## src/rtl/multi_cycle_control.sv

```systemverilog
// Multi-cycle RISC-V style main control FSM: FETCH/DECODE/EXEC/MEM/WB with a
// sticky TRAP on illegal opcodes or memory handshake timeout.
module multi_cycle_control #(
   parameter int                      ALU_OP_WIDTH   = 3,
   parameter logic [ALU_OP_WIDTH-1:0] FETCH_ALU_OP   = 3'b110,
   parameter int                      TIMEOUT_CYCLES = 15
) (
   input  logic                    clk,
   input  logic                    reset,
   input  logic [6:0]              OP_i,
   input  logic                    Mem_Ready_i,
   output logic                    PC_Write_o,
   output logic                    IR_Write_o,
   output logic                    IorD_o,
   output logic                    Mem_Read_o,
   output logic                    Mem_Write_o,
   output logic                    Reg_Write_o,
   output logic                    Mem_to_Reg_o,
   output logic                    Branch_o,
   output logic                    Jump_o,
   output logic                    Imm_plus_reg_o,
   output logic                    ALU_Src_o,
   output logic [ALU_OP_WIDTH-1:0] ALU_Op_o,
   output logic                    Trap_o,
   output logic [2:0]              State_o
);

   typedef enum logic [2:0] {
      S_FETCH  = 3'd0,
      S_DECODE = 3'd1,
      S_EXEC   = 3'd2,
      S_MEM    = 3'd3,
      S_WB     = 3'd4,
      S_TRAP   = 3'd5
   } state_t;

   // Class encoding doubles as the ALU_Op code driven in EXEC.
   typedef enum logic [2:0] {
      C_R    = 3'd0,
      C_I    = 3'd1,
      C_U    = 3'd2,
      C_B    = 3'd3,
      C_JALR = 3'd4,
      C_S    = 3'd5,
      C_LOAD = 3'd6,
      C_JAL  = 3'd7
   } class_t;

   localparam logic [7:0] TIMEOUT = 8'(TIMEOUT_CYCLES);

   state_t     state, state_next, out_state;
   class_t     cls_q, cls_dec;
   logic       legal;
   logic [7:0] wait_cnt;
   logic       timed_out;
   logic       enter_wait;

   always_comb begin
      cls_dec = C_R;
      legal   = 1'b1;
      case (OP_i)
         7'h33:   cls_dec = C_R;
         7'h13:   cls_dec = C_I;
         7'h37:   cls_dec = C_U;
         7'h63:   cls_dec = C_B;
         7'h67:   cls_dec = C_JALR;
         7'h23:   cls_dec = C_S;
         7'h03:   cls_dec = C_LOAD;
         7'h6F:   cls_dec = C_JAL;
         default: legal   = 1'b0;
      endcase
   end

   assign timed_out  = !Mem_Ready_i && (wait_cnt == TIMEOUT);
   assign enter_wait = (state_next != state) &&
                       (state_next == S_FETCH || state_next == S_MEM);

   // NOTE: state is updated with non-blocking assignments so every flop samples
   // pre-edge values; blocking here would let later reads see the new state.
   always_ff @(posedge clk) begin
      if (reset) state <= S_FETCH;
      else       state <= state_next;
   end

   always_ff @(posedge clk) begin
      if (reset) begin
         cls_q    <= C_R;
         wait_cnt <= '0;
      end else begin
         if (state == S_DECODE && state_next == S_EXEC) cls_q <= cls_dec;
         if (enter_wait)
            wait_cnt <= '0;
         else if ((state == S_FETCH || state == S_MEM) && !Mem_Ready_i)
            wait_cnt <= wait_cnt + 8'd1;
      end
   end

   always_comb begin
      state_next = S_FETCH;
      case (state)
         S_FETCH:  state_next = Mem_Ready_i ? S_DECODE : (timed_out ? S_TRAP : S_FETCH);
         S_DECODE: state_next = legal ? S_EXEC : S_TRAP;
         S_EXEC: begin
            case (cls_q)
               C_S, C_LOAD: state_next = S_MEM;
               C_B:         state_next = S_FETCH;
               default:     state_next = S_WB;
            endcase
         end
         S_MEM: begin
            if (Mem_Ready_i)    state_next = (cls_q == C_LOAD) ? S_WB : S_FETCH;
            else if (timed_out) state_next = S_TRAP;
            else                state_next = S_MEM;
         end
         S_WB:     state_next = S_FETCH;
         S_TRAP:   state_next = S_TRAP;
         default:  state_next = S_FETCH;
      endcase
   end

   // While reset is held the outputs look like an idle FETCH, whatever the register holds.
   assign out_state = reset ? S_FETCH : state;
   assign State_o   = state;

   // NOTE: every output gets a default before the case so no path leaves one
   // unassigned, which would otherwise infer a latch.
   always_comb begin
      PC_Write_o     = 1'b0;
      IR_Write_o     = 1'b0;
      IorD_o         = 1'b0;
      Mem_Read_o     = 1'b0;
      Mem_Write_o    = 1'b0;
      Reg_Write_o    = 1'b0;
      Mem_to_Reg_o   = 1'b0;
      Branch_o       = 1'b0;
      Jump_o         = 1'b0;
      Imm_plus_reg_o = 1'b0;
      ALU_Src_o      = 1'b0;
      ALU_Op_o       = '0;
      Trap_o         = 1'b0;
      case (out_state)
         S_FETCH: begin
            Mem_Read_o = 1'b1;
            ALU_Op_o   = FETCH_ALU_OP;
            IR_Write_o = Mem_Ready_i && !reset;
            PC_Write_o = Mem_Ready_i && !reset;
         end
         S_EXEC: begin
            ALU_Op_o       = ALU_OP_WIDTH'(cls_q);
            ALU_Src_o      = (cls_q != C_R) && (cls_q != C_B);
            Branch_o       = (cls_q == C_B);
            Jump_o         = (cls_q == C_JAL) || (cls_q == C_JALR);
            PC_Write_o     = (cls_q == C_JAL) || (cls_q == C_JALR);
            Imm_plus_reg_o = (cls_q == C_JALR);
         end
         S_MEM: begin
            IorD_o      = 1'b1;
            ALU_Src_o   = 1'b1;
            Mem_Read_o  = (cls_q == C_LOAD);
            Mem_Write_o = (cls_q == C_S);
         end
         S_WB: begin
            Reg_Write_o  = 1'b1;
            Mem_to_Reg_o = (cls_q == C_LOAD);
         end
         S_TRAP:  Trap_o = 1'b1;
         default: ;
      endcase
   end

endmodule

```

## config.mk

```make
export PLATFORM = sky130hd
export DESIGN_NAME = multi_cycle_control
export DESIGN_NICKNAME = d
export VERILOG_FILES = /design/src/rtl/multi_cycle_control.sv
export SDC_FILE = /design/constraint.sdc
export NUM_CORES = 1
export LEC_CHECK = 0
export CAP_MARGIN = 20
export CORE_ASPECT_RATIO = 1.4
export CORE_MARGIN = 2
export CORE_UTILIZATION = 42
export DETAILED_ROUTE_END_ITERATION = 8
export PLACE_DENSITY = 0.83
export SYNTH_ARGS = -nofsm -noshare
export SYNTH_HDL_FRONTEND = slang
export SYNTH_SLANG_ARGS = --single-unit
```

## constraint.sdc

```tcl
create_clock -name clk -period 1.65 [get_ports clk]
set_input_delay 0.33 -clock clk [delete_from_list [all_inputs] [get_ports clk]]
set_output_delay 0.33 -clock clk [all_outputs]
set_load 0.01 [all_outputs]
```

==> reports/results.tsv, run 1 <==
metric	value	unit
startpoint	cls_q[0]$_SDFFE_PP0P_	
yosys.area.top_type_share	27.55	%
ys_seq_area_share	27.55	%
core_area	2338	µm²
worstHoldPathType	in2reg	
grt-ovfl-total	0	
synth.distinct_cells	40	
die_area	2837	µm²
fillerInstances	140	
path_common_cell	buf_6	
synth_cells	130	
path_class	reg2out	
netSwitchingFraction	34.51	%
num_vias	1390	
rr_endpoint	wait_cnt[7]$_SDFFE_PP0P_	
io_buffers	27	
finalHoldViolations	0	
maxCapViolations	0	
clockBufferDepth	2	
whs_path_depth	3	
p_clk_share	22.3	%
multi_input_area	934.6	µm²
holdCritStartpoint	reset	
rsz0062_at_grt	yes	
hpwl	2.493	mm
rr_worst_depth	8	
seq_power_share	37.5	%
area_growth	88.81	%
synth.most_common_cell	dfxtp_1	
p_leak	0.8776	nW
r2r-start	State_o[2]$_SDFF_PP0_	
io_pins	28	
worstMarginPinSlew	364.7	ps
yosysTopAreaCell	dfxtp_1	
synth_area	1017	µm²
fin_util	82.13	%
yosys_warnings	0	
n_antenna_cell	0	
cts.clk_slew.worst_paths	90	ps
syn_area_per_cell	7.825	µm²
die-height	62.23	µm
drt_wl_total	4.343	mm
finClkSkew	0.5825	ps
synthTopCellsByArea	dfxtp_1 (28%), xor2_1 (6.0%), nor3_1 (5.9%)	
num_rows	21	
clock-sinks	14	
ir_drop	0.3284	mV
antenna_found_initial	0	
final.min_clock_period	1781	ps
fin_ws	-131.1	ps
cp.arrival	1450	ps
seq_area	296.5	µm²
drtIter0Drc	35	
htreeDepth	1	
ys_async_sr_fraction	0	%
slew_headroom	75.51	%
slowest_stage	dfxtp_4	
intPower	627.1	µW
cpPeakStageDelay	400	ps
synth_edf_count	0	
drc	0	
period_share	107.9	%
vias_per_cell	6.096	
regToRegSetupSlack	-120	ps
hold_end	State_o[2]$_SDFF_PP0_	
cp_max_fo	4	
wl_per_cell	19.05	µm
power_frac_comb	40.2	%
cp.depth	5	
finalSetupViolCount	21	
powerDensity	498.6	nW/µm²
cts_made_buffers	3	
ys_ff_latch	14	
synth_fp_nets	141	
drt_pass1_iterations	4	
synth_common_cells	dfxtp_1 (14), nor3_1 (12), nand2_1 (11)	
critical_path.top_delay_family	flip-flops	
path_buf_inv	3	
grt_pass1_wl	6.327	mm
grt_max_degree	11	
dp_slack	-658.4	ps
die_x	45.59	µm
layout-drive-gt1-share	59.02	%
status	finished with violations	
critPathCaptureType	primary output	
worstSkewPairLatency	300	ps
place_congestion	0.8477	
cp_cell_sequence	buf_6 -> buf_6 -> nand2_4 -> nor4_2 -> buf_2	
cts_tree	done	
fmax	0.5615	GHz
switchingPower	330.5	µW
start_util	43.50	%
drv_slew	0	
cts_root_buf	clkbuf_4	
antenna_left	0	
worstPathRequired	1320	ps
grt_pass1_vias	1380	
violations	negative setup slack	
track_usage	30.27	%
fin_nets	218	
start_kind	flop	
synth_ff_type	dfxtp_1	
through the flow:
step                      power (mW)  instance area [µm²]  setup TNS [ps]  hold WS [ps]  std cells
after CTS                     0.8768                 1727          -621.6         536.6        221
after floorplan               0.4972                 1036               0         509.8        130
final                         0.9576                 1921           -1703         544.2        228
after detailed placement      0.6625                 1584          -12370         565.2        211
after global placement        0.6512                 1584          -10810         541.6        211
after global routing          0.9958                 1921           -3555         558.1        228
timing repair:
item | CTS | global route
gates cloned | 1 | 0
hold buffers | 0 | 0
pin swaps | 14 | 11
endpoints found under the setup margin | 29 | 25
resized for setup | 95 | 36
setup buffers | 6 | 7
cells by family after synthesis:
| kind of cell | count (synthesis) | share of synthesized area (%) |
|---|---|---|
| compound gates | 26 | 19.80 |
| xor+xnor | 10 | 8.611 |
| fa+ha+maj | 1 | 1.230 |
| buf+inv | 10 | 4.673 |
| flops | 14 | 27.55 |
| mux | 3 | 3.075 |
| simple gates | 66 | 35.06 |
cell usage in the layout, fill, tap and decap left out, drive strengths merged, types with 4 or more instances in the layout:
cell         count
nor3            12
nand2           11
and3             9
nand2b           4
a21oi            6
dlygate4sd2     11
nand3            5
dfxtp           14
nor2            10
buf             63
clkbuf           4
xor2             7
o21ai            7
worst register-to-register path: stages, from the launching register on:
cell	delay [ps]
dfxtp_4	380
buf_6	110
buf_6	110
nor2_2	50
o21ai_2	230
o211ai_4	130
a2111oi_4	390
buf_6	210
nor3_1	60
area by class of cell:
cell class / count / area share, %
clock buffer: 3 / 1.173
sequential: 14 / 15.44
tap: 23 / 1.498
inverter: 3 / 0.5863
timing repair buffer: 79 / 32.64
multi-input combinational: 106 / 48.66
worst max-delay path by stage:
stage	end	slack [ps]
finish	Mem_Write_o	-130
global route	wait_cnt[4]$_SDFFE_PP0P_	-250
CTS	Mem_Read_o	-80
detailed placement	Imm_plus_reg_o	-660
global placement	Imm_plus_reg_o	-620
floorplan	wait_cnt[0]$_SDFFE_PP0P_	2
state kept, by name, indices dropped and copies added, names as in the netlist:
register,count
wait_cnt,8
cls_q,3
State_o,3
power groups by stage:
stage / sequential, mW / clock (mW) / combinational [mW]
final: 0.359 / 0.213 / 0.385
after global routing: 0.361 / 0.221 / 0.413
after CTS: 0.358 / 0.203 / 0.316
after detailed placement: 0.366 / 0 / 0.297
after global placement: 0.365 / 0 / 0.286
after floorplan: 0.368 / 0 / 0.129
metal layers:
layer / vias to the layer above / GRT usage, % / wire (µm) / share of wire [%]
met2: 53 / 51.76 / 2380 / 55
met5: - / 0 / 0 / 0
met1: 682 / 29.55 / 1521 / 35
li1: 631 / - / - / -
met3: 24 / 8.140 / 190 / 4.4
met4: 0 / 19.85 / 251 / 5.8
No activity file was read; power rests on OpenSTA's default activity.
==> inputs of run 2 (changes only) <==
--- a/config.mk
+++ b/config.mk
@@ -8,9 +8,10 @@
 export CAP_MARGIN = 20
 export CORE_ASPECT_RATIO = 1.4
 export CORE_MARGIN = 2
-export CORE_UTILIZATION = 42
+export CORE_UTILIZATION = 47
+export CTS_CLUSTER_DIAMETER = 50
 export DETAILED_ROUTE_END_ITERATION = 8
-export PLACE_DENSITY = 0.83
+export PLACE_DENSITY = 0.87
 export SYNTH_ARGS = -nofsm -noshare
 export SYNTH_HDL_FRONTEND = slang
 export SYNTH_SLANG_ARGS = --single-unit
==> constraint.sdc (replaced) <==
create_clock -name clk -period 1.7 [get_ports clk]
set_input_delay 0.34 -clock clk [delete_from_list [all_inputs] [get_ports clk]]
set_output_delay 0.34 -clock clk [all_outputs]
set_load 0.01 [all_outputs]
==> reports/results.tsv, run 2 (synthesized netlist as in run 1, its figures left out) <==
metric	value	unit	change
violations	negative setup slack		
power_frac_comb	42.9	%	+2.7 points
dp_slack	-629.9	ps	+28.46 ps
holdCritStartpoint	OP_i[4]		
path_common_cell	buf_4		
top_layer_used	met4		
cts_tree	done		
p_clk_share	21.0	%	-1.3 points
worstHoldPathType	in2reg		
fin_ws	-285.1	ps	-154.1 ps
drt_pass1_iterations	7		+3
num_vias	1698		+22%
start_util	50.94	%	+7.4 points
whs	528.4	ps	-15.78 ps
final_cell_mix	buf_4 (43), buf_2 (12), dlygate4sd2_1 (10)		
final.min_clock_period	1985	ps	
wl_met1	1.974	mm	+30%
io_buffers	27		unchanged
cp.arrival	2200	ps	+750 ps
intPower	614.8	µW	-2.0%
cts.clk_slew.worst_paths	100	ps	about the same
critPathCaptureType	flop		
die_area	2558	µm²	-9.8%
drt_wl_total	6.843	mm	+58%
ir_drop	0.3462	mV	+5.4%
drc	0		unchanged
io_pins	28		unchanged
track_usage	37.56	%	+7.3 points
powerDensity	504.8	nW/µm²	+1.2%
drtIter0Drc	164		+370%
cp_max_fo	8		+4
fin_util	97.62	%	+15 points
power.total	984.0	µW	+2.8%
top_register	wait_cnt		
grt_pass1_wl	6.962	mm	+10%
drv_slew	0		unchanged
grt_max_degree	10		-1
seq_power_share	36.1	%	-1.4 points
cts_made_buffers	3		unchanged
finClkSkew	5.286	ps	+4.704 ps
r2r-start	State_o[2]$_SDFF_PP0_		
grt_pass1_vias	1499		+8.6%
fin_tns_setup	-3019	ps	-1316 ps
p_leak	0.8806	nW	+0.34%
netSwitchingFraction	37.52	%	+3.0 points
path_buf_inv	3		unchanged
fin_nets	216		-0.92%
clockBufferDepth	2		unchanged
critical_path.top_delay_family	buffers and inverters		
layout-drive-gt1-share	62.56	%	+3.5 points
die-height	59.05	µm	-5.1%
core_area	1997	µm²	-15%
clock-sinks	14		unchanged
die_x	43.32	µm	-5.0%
wl_per_cell	30.55	µm	+60%
vias_per_cell	7.580		+24%
period_share	116.8	%	
slowest_stage	dfxtp_4		
cp_cell_sequence	buf_4 -> nor2_1 -> buf_4 -> o21ai_0 -> a21oi_1 -> a2111oi_4 -> buf_6 -> nor3_2		
startpoint	State_o[2]$_SDFF_PP0_		
status	finished with violations		
wl_met3	882	µm	+360%
slew_headroom	72.98	%	-2.5 points
worstSkewPairLatency	290	ps	about the same
area_growth	91.64	%	
finalSetupViolCount	20		-4.8%
place_congestion	0.9534		+12%
worstPathRequired	1920	ps	+600 ps
final_common_cell	buf_4		
switchingPower	369.2	µW	+12%
antenna_left	0		unchanged
n_antenna_cell	0		unchanged
fmax	0.5037	GHz	
antenna_found_initial	0		unchanged
largest_reg_flops	8		unchanged
wl_met2	2.997	mm	+26%
start_kind	flop		
grt-ovfl-total	0		unchanged
maxCapViolations	0		unchanged
num_rows	19		-9.5%
cpPeakStageDelay	390	ps	about the same
path_class	reg2reg		
rsz0062_at_grt	yes		
htreeDepth	1		unchanged
cts_root_buf	clkbuf_4		
hpwl	2.557	mm	+2.6%
finalHoldViolations	0		unchanged
worstMarginPinSlew	402.0	ps	+37.24 ps
-- run 2: worst paths after layout --
check                                                end  slack, ps  cells after the start
worst max-delay path            wait_cnt[4]$_SDFFE_PP0P_       -290                      8
worst min-delay path               cls_q[2]$_SDFFE_PP0P_        530                      3
worst max register to register  wait_cnt[4]$_SDFFE_PP0P_       -290                      8
worst min register to register  wait_cnt[1]$_SDFFE_PP0P_        620                      2
-- run 2: metal layers --
layer / GRT usage [%] / up-vias
met3: 5.488 / 97
li1: - / 628
met5: 0 / -
met4: 28.57 / 0
met2: 72.07 / 212
met1: 33.97 / 761
-- run 2: power by group through the flow --
| stage | Sequential, mW | Combinational [mW] | Clock [mW] |
|---|---|---|---|
| final | 0.355 | 0.422 | 0.207 |
| after global routing | 0.355 | 0.429 | 0.207 |
| after CTS | 0.349 | 0.332 | 0.198 |
| after detailed placement | 0.355 | 0.279 | 0 |
| after global placement | 0.355 | 0.267 | 0 |
| after floorplan | 0.357 | 0.125 | 0 |
-- run 2: metrics by stage --
stage | std cells | area (µm²)
6_report | 224 | 1949
4_1_cts | 221 | 1782
3_3_place_gp | 206 | 1556
2_1_floorplan | 130 | 1033
3_5_place_dp | 206 | 1556
5_1_grt | 224 | 1949
-- run 2: area by class of cell --
class / count / area, µm²
timing repair buffer: 77 / 594.3
clock buffer: 3 / 22.52
inverter: 3 / 11.26
tap: 21 / 26.28
sequential: 14 / 300.3
multi-input combinational: 106 / 994.7
fill: 30 / 47.55
-- run 2: tightest hold or removal path: cells and delay by family --
family	cells	cell delay, ps
AO/OA/AOI/OAI	1	40
buffers and inverters	1	220
AND/OR/NAND/NOR	1	190
-- run 2: timing repair --
item / in CTS / in global routing
gates cloned: 0 / 0
hold buffers: 0 / 0
gates resized for setup: 105 / 43
buffers inserted: 13 / 3
setup endpoints to repair: 29 / 23
pin swaps: 17 / 14
==> inputs of run 3 (changes only) <==
==> constraint.sdc (replaced) <==
create_clock -name clk -period 2.25 [get_ports clk]
set_input_delay 0.45 -clock clk [delete_from_list [all_inputs] [get_ports clk]]
set_output_delay 0.45 -clock clk [all_outputs]
set_load 0.01 [all_outputs]
==> reports/results.tsv, run 3 (synthesized netlist as in run 1, its figures left out) <==
metric	value	unit	change
netSwitchingFraction	30.42	%	-7.1 points
fin_tns_setup	0	ps	+3019 ps
antenna_found_initial	0		unchanged
dp_slack	-343.1	ps	+286.8 ps
finClkSkew	9.826	ps	+4.540 ps
start_kind	primary input		
whs	560.7	ps	+32.25 ps
grt_max_degree	18		+8
hpwl	2.107	mm	-18%
slew_headroom	66.77	%	-6.2 points
intPower	445.3	µW	-28%
track_usage	23.22	%	-14 points
drc	0		unchanged
antenna_left	0		unchanged
period_share	96.99	%	
ir_drop	0.3765	mV	+8.7%
cts_tree	done		
worstHoldPathType	reg2reg		
fin_cells	187		-17%
drtIter0Drc	46		-72%
finalSetupViolCount	0		-100%
die_area	2558	µm²	unchanged
layout-drive-gt1-share	19.28	%	-43 points
power_frac_comb	27.7	%	-15 points
final_common_cell	clkdlybuf4s50_1		
power.total	640.1	µW	-35%
powerDensity	448.3	nW/µm²	-11%
grt_pass1_wl	4.574	mm	-34%
n_antenna_cell	0		unchanged
fin_ws	67.78	ps	+352.9 ps
finalHoldViolations	0		unchanged
status	finished clean		
finalInstanceArea	1428	µm²	-27%
htreeDepth	1		unchanged
cp_max_fo	17		+9
fmax	0.4583	GHz	
place_area	1368	µm²	-12%
p_leak	0.6622	nW	-25%
rsz0062_at_grt	no		
start_util	50.94	%	unchanged
area_growth	40.34	%	
placed_cells	183		-11%
die-height	59.05	µm	unchanged
top_register	wait_cnt		
largest_reg_flops	8		unchanged
num_vias	1147		-32%
wl_per_cell	14.67	µm	-52%
worstPathRequired	1800	ps	-120 ps
drv_slew	0		unchanged
clockBufferDepth	2		unchanged
critPathCaptureType	primary output		
fillerInstances	159		+430%
io_pins	28		unchanged
drt_pass1_iterations	4		-3
drt_wl_total	2.744	mm	-60%
cp.arrival	1730	ps	-470 ps
path_class	in2out		
cts_made_buffers	3		unchanged
grt-ovfl-total	0		unchanged
p_clk_share	30.2	%	+9.2 points
final_cell_mix	clkdlybuf4s50_1 (16), nand2_1 (11), nor3_1 (11), buf_4 (11), nor2_1 (10)		
io_buffers	27		unchanged
grt_pass1_vias	1116		-26%
cts.clk_slew.worst_paths	90	ps	about the same
worstSkewPairLatency	300	ps	about the same
fin_util	71.49	%	-26 points
num_rows	19		unchanged
core_area	1997	µm²	unchanged
cts_root_buf	clkbuf_4		
place_congestion	0.8037		-16%
final.min_clock_period	2182	ps	
worstMarginPinSlew	495.0	ps	+93.00 ps
vias_per_cell	6.134		-19%
switchingPower	194.7	µW	-47%
fin_nets	178		-18%
clock-sinks	14		unchanged
seq_power_share	42.1	%	+6.0 points
hold_buffers	0		unchanged
die_x	43.32	µm	unchanged
maxCapViolations	0		unchanged
## run 3: changes by cell type in the layout (fill, tap and decap cells not counted), moves of 6 or more
cell             delta
nor3_2              -7
buf_2              -12
buf_4              -32
nor3_1              +9
clkdlybuf4s50_1    +14
buf_6               -6
## run 3: power by group through the flow
stage               registers [mW]  clock network [mW]  logic [mW]
floorplan                    0.270                   0      0.0934
global placement             0.272                   0       0.170
detailed placement           0.273                   0       0.176
CTS                          0.268               0.191       0.175
global route                 0.271               0.201       0.191
finish                       0.269               0.193       0.178
## run 3: area by class of cell
cell class	instances	area (µm²)	share of cell area [%]
Inverter	3	11.26	0.7888
Clock buffer	4	36.28	2.542
Sequential cell	14	286.5	20.07
Timing Repair Buffer	39	366.6	25.68
Multi-Input combinational cell	106	700.7	49.08
Tap cell	21	26.28	1.840
## run 3: final timing paths
kind                       startpoint                        to  slack, ps  cells past startpoint
max reg2reg  wait_cnt[0]$_SDFFE_PP0P_  wait_cnt[5]$_SDFFE_PP0P_        280                      7
min          wait_cnt[7]$_SDFFE_PP0P_  wait_cnt[7]$_SDFFE_PP0P_        560                      2
min reg2reg  wait_cnt[7]$_SDFFE_PP0P_  wait_cnt[7]$_SDFFE_PP0P_        560                      2
max                             reset               ALU_Op_o[1]         70                      6
## run 3: critical path: stages
cell	delay [ps]
clkdlybuf4s15_1	260
buf_6	210
inv_1	90
buf_4	140
nand2_1	50
clkdlybuf4s50_1	530
## run 3: what timing repair did
item                       CTS  global route
gates resized for setup     13             7
pin swaps                    2             0
setup buffers                0             0
setup endpoints to repair   14             6
## run 3: layer usage
| metal | GRT usage [%] | up-vias | wire [µm] |
|---|---|---|---|
| met3 | 3.659 | 11 | 138 |
| li1 | - | 549 | - |
| met5 | 0 | - | 0 |
| met1 | 24.39 | 542 | 1035 |
| met4 | 12.55 | 0 | 71 |
| met2 | 43.07 | 45 | 1500 |
